## config.mk

```make
export PLATFORM = sky130hd
export DESIGN_NAME = countdown_timer_hms
export DESIGN_NICKNAME = d
export VERILOG_FILES = /design/src/rtl/countdown_timer_hms.sv
export SDC_FILE = /design/constraint.sdc
export NUM_CORES = 1
export LEC_CHECK = 0
export CAP_MARGIN = 25
export CORE_MARGIN = 1.5
export CORE_UTILIZATION = 40
export DETAILED_ROUTE_END_ITERATION = 16
export PLACE_DENSITY_LB_ADDON = 0.2
export SYNTH_ARGS = -nofsm -noshare
export SYNTH_HDL_FRONTEND = slang
export SYNTH_SLANG_ARGS = --single-unit
export TNS_END_PERCENT = 30
```

## constraint.sdc

```tcl
create_clock -name clk -period 2.8 [get_ports clk]
set_input_delay 0.28 -clock clk [delete_from_list [all_inputs] [get_ports clk]]
set_output_delay 0.28 -clock clk [all_outputs]
set_load 0.02 [all_outputs]
```

## src/rtl/countdown_timer_hms.sv

```systemverilog
`default_nettype none
// =============================================================================
// Module   : countdown_timer_hms
// Purpose  : H:M:S countdown timer with preset load, pause/resume and +/-1 s
//            trim. Optional macro AUTO_RELOAD_EN selects periodic mode.
// Revision : 1.0
// =============================================================================
module countdown_timer_hms #(
  parameter int TICK_DIV = 50_000_000,
  parameter int HOUR_MAX = 23,
  localparam int HW = $clog2(HOUR_MAX + 1)
) (
  input  logic          clk,
  input  logic          reset,
  input  logic          load,
  input  logic [HW-1:0] load_h,
  input  logic [5:0]    load_m,
  input  logic [5:0]    load_s,
  input  logic          start,
  input  logic          pause,
  input  logic          inc,
  input  logic          dec,
  output logic [HW-1:0] hours,
  output logic [5:0]    mins,
  output logic [5:0]    secs,
  output logic [1:0]    state,
  output logic          expired,
  output logic          done
);

  localparam int              DW         = $clog2(TICK_DIV);
  localparam logic [DW-1:0]   C_DIV_LAST = DW'(TICK_DIV - 1);
  localparam logic [HW-1:0]   C_HOUR_MAX = HW'(HOUR_MAX);
  localparam logic [5:0]      C_59       = 6'd59;

  typedef enum logic [1:0] {
    ST_IDLE    = 2'd0,
    ST_RUN     = 2'd1,
    ST_PAUSE   = 2'd2,
    ST_EXPIRED = 2'd3
  } state_e;

  state_e          state_q;
  logic [HW-1:0]   hours_q;
  logic [5:0]      mins_q;
  logic [5:0]      secs_q;
  logic [DW-1:0]   div_q;
  logic            expired_q;
  logic            done_q;

  logic            is_zero;
  logic            is_max;
  logic            is_last;
  logic            tick;
  logic            adjustable;
  logic [HW-1:0]   ld_h;
  logic [5:0]      ld_m;
  logic [5:0]      ld_s;
  logic [HW-1:0]   dec_h;
  logic [5:0]      dec_m;
  logic [5:0]      dec_s;
  logic [HW-1:0]   inc_h;
  logic [5:0]      inc_m;
  logic [5:0]      inc_s;

  assign is_zero    = (hours_q == '0) && (mins_q == '0) && (secs_q == '0);
  assign is_max     = (hours_q == C_HOUR_MAX) && (mins_q == C_59) && (secs_q == C_59);
  // Countdown always runs from a nonzero value, so 00:00:01 is the last step.
  assign is_last    = (hours_q == '0) && (mins_q == '0) && (secs_q == 6'd1);
  assign tick       = (state_q == ST_RUN) && (div_q == C_DIV_LAST);
  assign adjustable = (state_q == ST_IDLE) || (state_q == ST_PAUSE);

  assign ld_h = (load_h > C_HOUR_MAX) ? C_HOUR_MAX : load_h;
  assign ld_m = (load_m > C_59) ? C_59 : load_m;
  assign ld_s = (load_s > C_59) ? C_59 : load_s;

  always_comb begin
    dec_h = hours_q;
    dec_m = mins_q;
    dec_s = secs_q - 6'd1;
    if (secs_q == '0) begin
      dec_s = C_59;
      dec_m = mins_q - 6'd1;
      if (mins_q == '0) begin
        dec_m = C_59;
        dec_h = hours_q - HW'(1);
      end
    end
  end

  always_comb begin
    inc_h = hours_q;
    inc_m = mins_q;
    inc_s = secs_q + 6'd1;
    if (secs_q == C_59) begin
      inc_s = '0;
      inc_m = mins_q + 6'd1;
      if (mins_q == C_59) begin
        inc_m = '0;
        inc_h = hours_q + HW'(1);
      end
    end
  end

`ifdef AUTO_RELOAD_EN
  logic [HW-1:0] rl_h_q;
  logic [5:0]    rl_m_q;
  logic [5:0]    rl_s_q;
  logic          rl_nonzero;

  assign rl_nonzero = (rl_h_q != '0) || (rl_m_q != '0) || (rl_s_q != '0);

  always_ff @(posedge clk) begin
    if (reset) begin
      rl_h_q <= '0;
      rl_m_q <= '0;
      rl_s_q <= '0;
    end else if (load && (state_q != ST_RUN)) begin
      rl_h_q <= ld_h;
      rl_m_q <= ld_m;
      rl_s_q <= ld_s;
    end
  end
`endif

  // A command that is ignored in the current state falls through to the
  // next lower-priority command (e.g. load in RUN still lets pause act).
  always_ff @(posedge clk) begin
    if (reset) begin
      state_q   <= ST_IDLE;
      hours_q   <= '0;
      mins_q    <= '0;
      secs_q    <= '0;
      div_q     <= '0;
      expired_q <= 1'b0;
      done_q    <= 1'b0;
    end else begin
      done_q <= 1'b0;
      if (load && (state_q != ST_RUN)) begin
        hours_q   <= ld_h;
        mins_q    <= ld_m;
        secs_q    <= ld_s;
        state_q   <= ST_IDLE;
        div_q     <= '0;
        expired_q <= 1'b0;
      end else if (state_q == ST_RUN) begin
        if (tick) begin
          div_q <= '0;
          if (is_last) begin
            done_q <= 1'b1;
`ifdef AUTO_RELOAD_EN
            if (rl_nonzero) begin
              hours_q <= rl_h_q;
              mins_q  <= rl_m_q;
              secs_q  <= rl_s_q;
              if (pause) begin
                state_q <= ST_PAUSE;
              end
            end else begin
              secs_q    <= '0;
              state_q   <= ST_EXPIRED;
              expired_q <= 1'b1;
            end
`else
            secs_q    <= '0;
            state_q   <= ST_EXPIRED;
            expired_q <= 1'b1;
`endif
          end else begin
            hours_q <= dec_h;
            mins_q  <= dec_m;
            secs_q  <= dec_s;
            if (pause) begin
              state_q <= ST_PAUSE;
            end
          end
        end else if (pause) begin
          state_q <= ST_PAUSE;
          div_q   <= '0;
        end else begin
          div_q <= div_q + DW'(1);
        end
      end else if (start && adjustable && !is_zero) begin
        state_q <= ST_RUN;
        div_q   <= '0;
      end else if (adjustable && inc && !dec) begin
        if (!is_max) begin
          hours_q <= inc_h;
          mins_q  <= inc_m;
          secs_q  <= inc_s;
        end
      end else if (adjustable && dec && !inc) begin
        if (!is_zero) begin
          hours_q <= dec_h;
          mins_q  <= dec_m;
          secs_q  <= dec_s;
        end
      end
    end
  end

  assign hours   = hours_q;
  assign mins    = mins_q;
  assign secs    = secs_q;
  assign state   = state_q;
  assign expired = expired_q;
  assign done    = done_q;

endmodule
`default_nettype wire

```

==> reports/qor.csv, run 1 <==
metric,value,unit
final setup fails,0,
share of cells above drive strength 1,12.8,%
H-tree levels,2,
die area,0.00891,mm2
post-route clock period utilization,95.1,%
routed len/inst,16.0,um
GRT Overall Usage,22.1,%
Hold Path Class,flip-flop to flip-flop,
Max Root-Sink Buffers,2,
kind of critical path,flip-flop to flip-flop,
CTS tree,done,
"Top FF cell, synth",dfxtp_1,
"Clk Latency, worst-skew pair",320,ps
"commonest cells after routing, fill and taps aside","dfxtp_1 (46), clkdlybuf4s50_1 (44), a21oi_1 (35), nor2_1 (35), nand2_1 (32)",
root buf cell,clkbuf_8,
P&R area growth vs syn,22.9,%
initial DRC count,141,
"Avg Cell Area, Syn",7.81,um2
post-synth top area cell,dfxtp_1,
post-synthesis register bit count,47,
Final HPWL DP,7070,um
Via Count,3441,
final slew viol count,0,
first-pass GRT wire length,15700,um
initial antenna violation count,0,
Mapped Cells,428,
# Max-Cap Violations,0,
chip height,94.4,um
number of I/O pins,45,
FF-to-FF End,mins[4],
Worst Path Required,3060,ps
synthesized area,0.00334,mm2
min cycle time layout,2660,ps
part of the Yosys area used for sequential elements,28.2,%
vias in the first global route,3309,
critical path data arrival time,2920,ps
worst hold endpoint,expired,
antenna-violating nets left,0,
core outline area,0.00813,mm2
Post-synth EDFFs,0,
CP startpoint kind,flip-flop,
reg2reg setup slack,140,ps
DRT Wirelength,9430,um
"commonest non-fill, non-tap cell in the layout",dfxtp_1,
Mapped Nets,460,
Netlist cell types,70,
Hold Path Depth,2,
status,"finished, final reports clean",
setup slack at placement,72.3,ps
Syn. warnings,0,
Synth area leaders,"dfxtp_1 (28%), a21oi_1 (5.2%), xnor2_1 (4.2%)",
worst slew pin tran,655,ps
First-pass DRT Iterations,4,
reg2reg path depth,9,
DRC errors left,0,
CTS Buf Count,5,
PwrDens,534,mW/mm2
worst clock skew,11.9,ps
worst hold start,expired,
reg2reg start,hours[0],
"Core Util, Final",50.5,%
Ant. Diodes,0,
Peak Freq,0.376,GHz
hold_buf cts,0,
Lkg Pwr,1.43,nW
die width,94.4,um
final hold violation count,0,
Starting Density,41.1,%
CP Max Fanout,6,
async set-reset flop share out of synthesis,0,%
max_slew headroom,55.9,%
Final WS setup,137,ps
Critical Path Sink Type,flip-flop,
GRT overflow,0,
final net count,514,
post-route setup TNS,0,ps
Max IR drop VDD,296,uV
post-CTS setup buffers,0,
num rows,33,
Clock Sinks,47,
IO Port Bufs,44,
post_cts resized,0,
RSZ-0062 raised after global routing,true,
GP Congestion,0.928,
top cell type's share of synthesized area,28.2,%
DR vias/cell,5.85,
largest net degree at the start of global routing,20,
"Reg clk slew, reported paths",110,ps
==> through the flow <==
stage          hold WS (ps)  std cells  total power, mW  area, um2
2_1_floorplan           389        428             1.39       3340
3_3_place_gp            444        580             1.69       3970
3_5_place_dp            454        580             1.70       3970
4_1_cts                 471        588             2.17       4070
5_1_grt                 481        588             2.32       4110
6_report                463        588             2.19       4110
==> worst max-delay path: stages (launching register included) <==
cell and delay [ps]:
dfxtp_2 330, inv_1 70, ha_2 180, or4b_4 470, o41a_1 460, a32oi_2 260
nand4_1 260, buf_6 240, a211o_1 220, a21oi_1 110
==> where the power goes <==
part	total (mW)	switching (mW)	internal [mW]	leakage (nW)
combinational	0.959	0.528	0.430	1.00
sequential	0.757	0.0445	0.713	0.382
clock	0.476	0.290	0.186	0.0467
total	2.19	0.863	1.33	1.43
==> registers in the layout, indices dropped and copies added (netlist names) <==
name / cells
expired: 1
state: 2
hours: 5
div_q: 26
done: 1
secs: 6
mins: 6
==> cells by family after synthesis <==
family                   count (synthesis)  share of synthesized area, %
adder cells (fa/ha/maj)                  8                          3.00
multiplexers                             2                         0.599
AND/OR/NAND/NOR                        177                          29.2
AO/OA/AOI/OAI                          124                          25.3
XOR/XNOR                                24                          6.29
buffers and inverters                   46                          7.41
flip-flops                              47                          28.2
==> final cells by class <==
class | instances | area (um2)
fillers | 787 | 4030
clock inverters | 3 | 27.5
well taps | 105 | 131
repair buffers | 77 | 696
multi-input cells | 335 | 2180
inverters | 16 | 60.1
flip-flops and latches | 47 | 942
clock buffers | 5 | 68.8
==> metal layers <==
metal	part of all wire (%)	GRT usage [%]	up-vias
met5	0	0	-
met4	1.9	7.59	0
met3	4.1	2.90	15
met2	51	39.8	83
met1	43	26.8	1627
li1	-	-	1716
==> how the worst max path moves through the flow <==
stage	from	cells after the start	end
2_1_floorplan	hours[0]	9	hours[0]
3_3_place_gp	hours[0]	8	hours[1]
3_5_place_dp	hours[0]	8	hours[1]
4_1_cts	hours[0]	8	hours[1]
5_1_grt	hours[0]	9	mins[4]
6_report	hours[0]	9	mins[4]
==> cells in the mapped netlist (2+ instances only) <==
master / instances
xnor2_1: 16
and4b_1: 4
nand2_1: 32
and2_1: 8
o211ai_1: 6
nand4_1: 18
xor2_1: 8
or3_1: 8
dfxtp_1: 47
o32ai_1: 2
nand3b_1: 2
nand2b_1: 4
a21o_1: 4
ha_1: 8
buf_6: 7
o21ai_0: 25
mux2i_1: 2
a211o_1: 2
clkbuf_1: 17
nand3_1: 15
nor4_1: 8
or4_1: 3
buf_4: 3
inv_1: 16
and3_1: 2
a21oi_1: 35
dlygate4sd1_1: 2
a211oi_1: 6
and4_1: 7
o21ai_2: 2
a311oi_1: 8
a31oi_1: 5
nor2_1: 35
a221oi_1: 5
nand4b_1: 3
a41oi_1: 3
nor3_1: 15
nor4b_1: 2
o21a_1: 2
(Power assumes the default switching activity.)
==> inputs of run 2 (changes only) <==
Settings changed: SETUP_SLACK_MARGIN set to 0.3.
==> run 2 against run 1 <==
Effect of this change:
- register-to-register slack better by 60 ps
- critical path depth stayed put
- clock-buffer cell count stayed put
- highest routed layer unchanged
==> reports/qor.csv, run 2 (synthesized netlist as in run 1, its figures left out) <==
metric,value,unit,change
status,"finished, final reports clean",,
CTS tree,done,,
GRT overflow,0,,unchanged
post-route setup TNS,0,ps,unchanged
Clock Sinks,47,,unchanged
die width,94.4,um,unchanged
number of flip-flops in the largest register,26,,unchanged
Starting Density,41.1,%,unchanged
sequential share of power,34.5,%,about the same
largest net degree at the start of global routing,20,,unchanged
root buf cell,clkbuf_8,,
routed len/inst,16.2,um,+1.1%
CP cell instances,"inv_2, ha_4, or4b_4, o41a_1, a32oi_2, nand4_1, buf_6, or3_1, a21oi_1",,
register with the most flip-flops,div_q,,
kind of critical path,flip-flop to flip-flop,,
final net count,524,,+1.9%
"Reg clk slew, reported paths",100,ps,about the same
Pint,1.35,mW,+1.7%
initial DRC count,176,,+25%
chip height,94.4,um,unchanged
min cycle time layout,2600,ps,-57.6 ps
"commonest non-fill, non-tap cell in the layout",dfxtp_1,,
Max Root-Sink Buffers,2,,unchanged
sw frac,38.6,%,-0.78 points
final setup fails,0,,unchanged
slowest CP cell,or4b_4,,
clock power share,20.1,%,-1.6 points
DRT Wirelength,9690,um,+2.8%
"Clk Latency, worst-skew pair",310,ps,about the same
initial antenna violation count,0,,unchanged
share of cells above drive strength 1,15.0,%,+2.2 points
RSZ-0062 raised after global routing,true,,
DRC errors left,0,,unchanged
critical path data arrival time,2860,ps,-60 ps
"commonest cells after routing, fill and taps aside","dfxtp_1 (45), clkdlybuf4s50_1 (44), buf_4 (42)",,
Peak Freq,0.384,GHz,+2.2%
Final HPWL DP,6940,um,-1.9%
GP Congestion,0.965,,+3.9%
Crit path max-delay family,simple AND/OR/NAND/NOR gates,,
First-pass DRT Iterations,7,,+3
number of I/O pins,45,,unchanged
Max IR drop VDD,245,uV,-17%
Final Cell Area,0.00419,mm2,+2.0%
CTS Buf Count,5,,unchanged
first-pass GRT wire length,15600,um,-0.75%
worst clock skew,8.65,ps,-3.26 ps
Ant. Diodes,0,,unchanged
CP max stage delay,470,ps,about the same
PwrDens,525,mW/mm2,-1.6%
final hold violation count,0,,unchanged
# Max-Cap Violations,0,,unchanged
Worst Path Required,3050,ps,about the same
P&R area growth vs syn,25.4,%,
Via Count,3537,,+2.8%
Lkg Pwr,1.48,nW,+3.6%
WP buf/inv,2,,unchanged
H-tree levels,2,,unchanged
DR vias/cell,5.91,,+1.1%
vias in the first global route,3279,,-0.91%
P_sw,0.849,mW,-1.6%
Placed Area,0.00398,mm2,about the same
antenna-violating nets left,0,,unchanged
Hold Path Class,flip-flop to flip-flop,,
CP Max Fanout,6,,unchanged
final slew viol count,0,,unchanged
num rows,33,,unchanged
Critical Path Sink Type,flip-flop,,
worst slew pin tran,639,ps,-15.4 ps
die area,0.00891,mm2,unchanged
max_slew headroom,57.4,%,+1.5 points
CP startpoint kind,flip-flop,,
GRT Overall Usage,22.0,%,-0.083 points
combinational share of power,45.4,%,+1.7 points
post-route clock period utilization,93.0,%,-2.1 points
IO Port Bufs,44,,unchanged
core outline area,0.00813,mm2,unchanged
## run 2: worst paths after layout
check             slack, ps       to      from  cells past startpoint
setup / recovery        200  mins[1]  hours[0]                      9
hold / removal          470  expired   expired                      2
setup reg to reg        200  mins[1]  hours[0]                      9
hold reg to reg         470  expired   expired                      2
## run 2: power by group through the flow
| stage | logic [mW] | clock network (mW) | registers (mW) |
|---|---|---|---|
| after detailed placement | 0.921 | 0 | 0.774 |
| after CTS | 0.967 | 0.456 | 0.758 |
| after floorplan | 0.571 | 0 | 0.821 |
| after global routing | 1.09 | 0.475 | 0.764 |
| final | 0.999 | 0.443 | 0.758 |
| after global placement | 0.918 | 0 | 0.772 |
## run 2: worst reg2reg max path, delay by kind of cell (launching register included)
| family | cells | cell delay (ps) |
|---|---|---|
| AOI/OAI and AO/OA | 3 | 860 |
| buffers and inverters | 2 | 230 |
| adders and majority gates | 1 | 140 |
| DFF | 1 | 340 |
| and+or+nand+nor | 3 | 970 |
## run 2: area by class of cell
class	count	area, um2
Multi-Input combinational cell	335	2200
Sequential cell	47	943
Clock inverter	3	22.5
Timing Repair Buffer	87	767
Tap cell	105	131
Fill cell	811	3940
Inverter	16	60.1
Clock buffer	5	68.8
## run 2: per-layer routing
layer	vias up	track usage [%]	wire length, um
li1	1737	-	-
met4	0	8.33	170
met5	-	0	0
met2	101	38.9	4850
met3	17	2.74	400
met1	1682	27.2	4270
## run 2: per-stage QoR
stage | hold WS (ps) | power, mW | utilization [%] | cells | setup slack (ps)
after global placement | 440 | 1.69 | 48.9 | 580 | 156
after CTS | 472 | 2.18 | 50.8 | 594 | 195
after global routing | 503 | 2.33 | 51.5 | 598 | 98.9
after detailed placement | 457 | 1.69 | 48.9 | 580 | 30.5
final | 470 | 2.20 | 51.5 | 598 | 195
after floorplan | 389 | 1.39 | - | 428 | 307
## run 2: timing repair
| action | CTS | global route |
|---|---|---|
| setup endpoints to repair | 17 | 28 |
| pin swaps | 9 | 10 |
| hold endpoints to repair | 0 | 0 |
| hold buffers | 0 | 0 |
| resized for setup | 8 | 4 |
| buffers inserted | 6 | 4 |
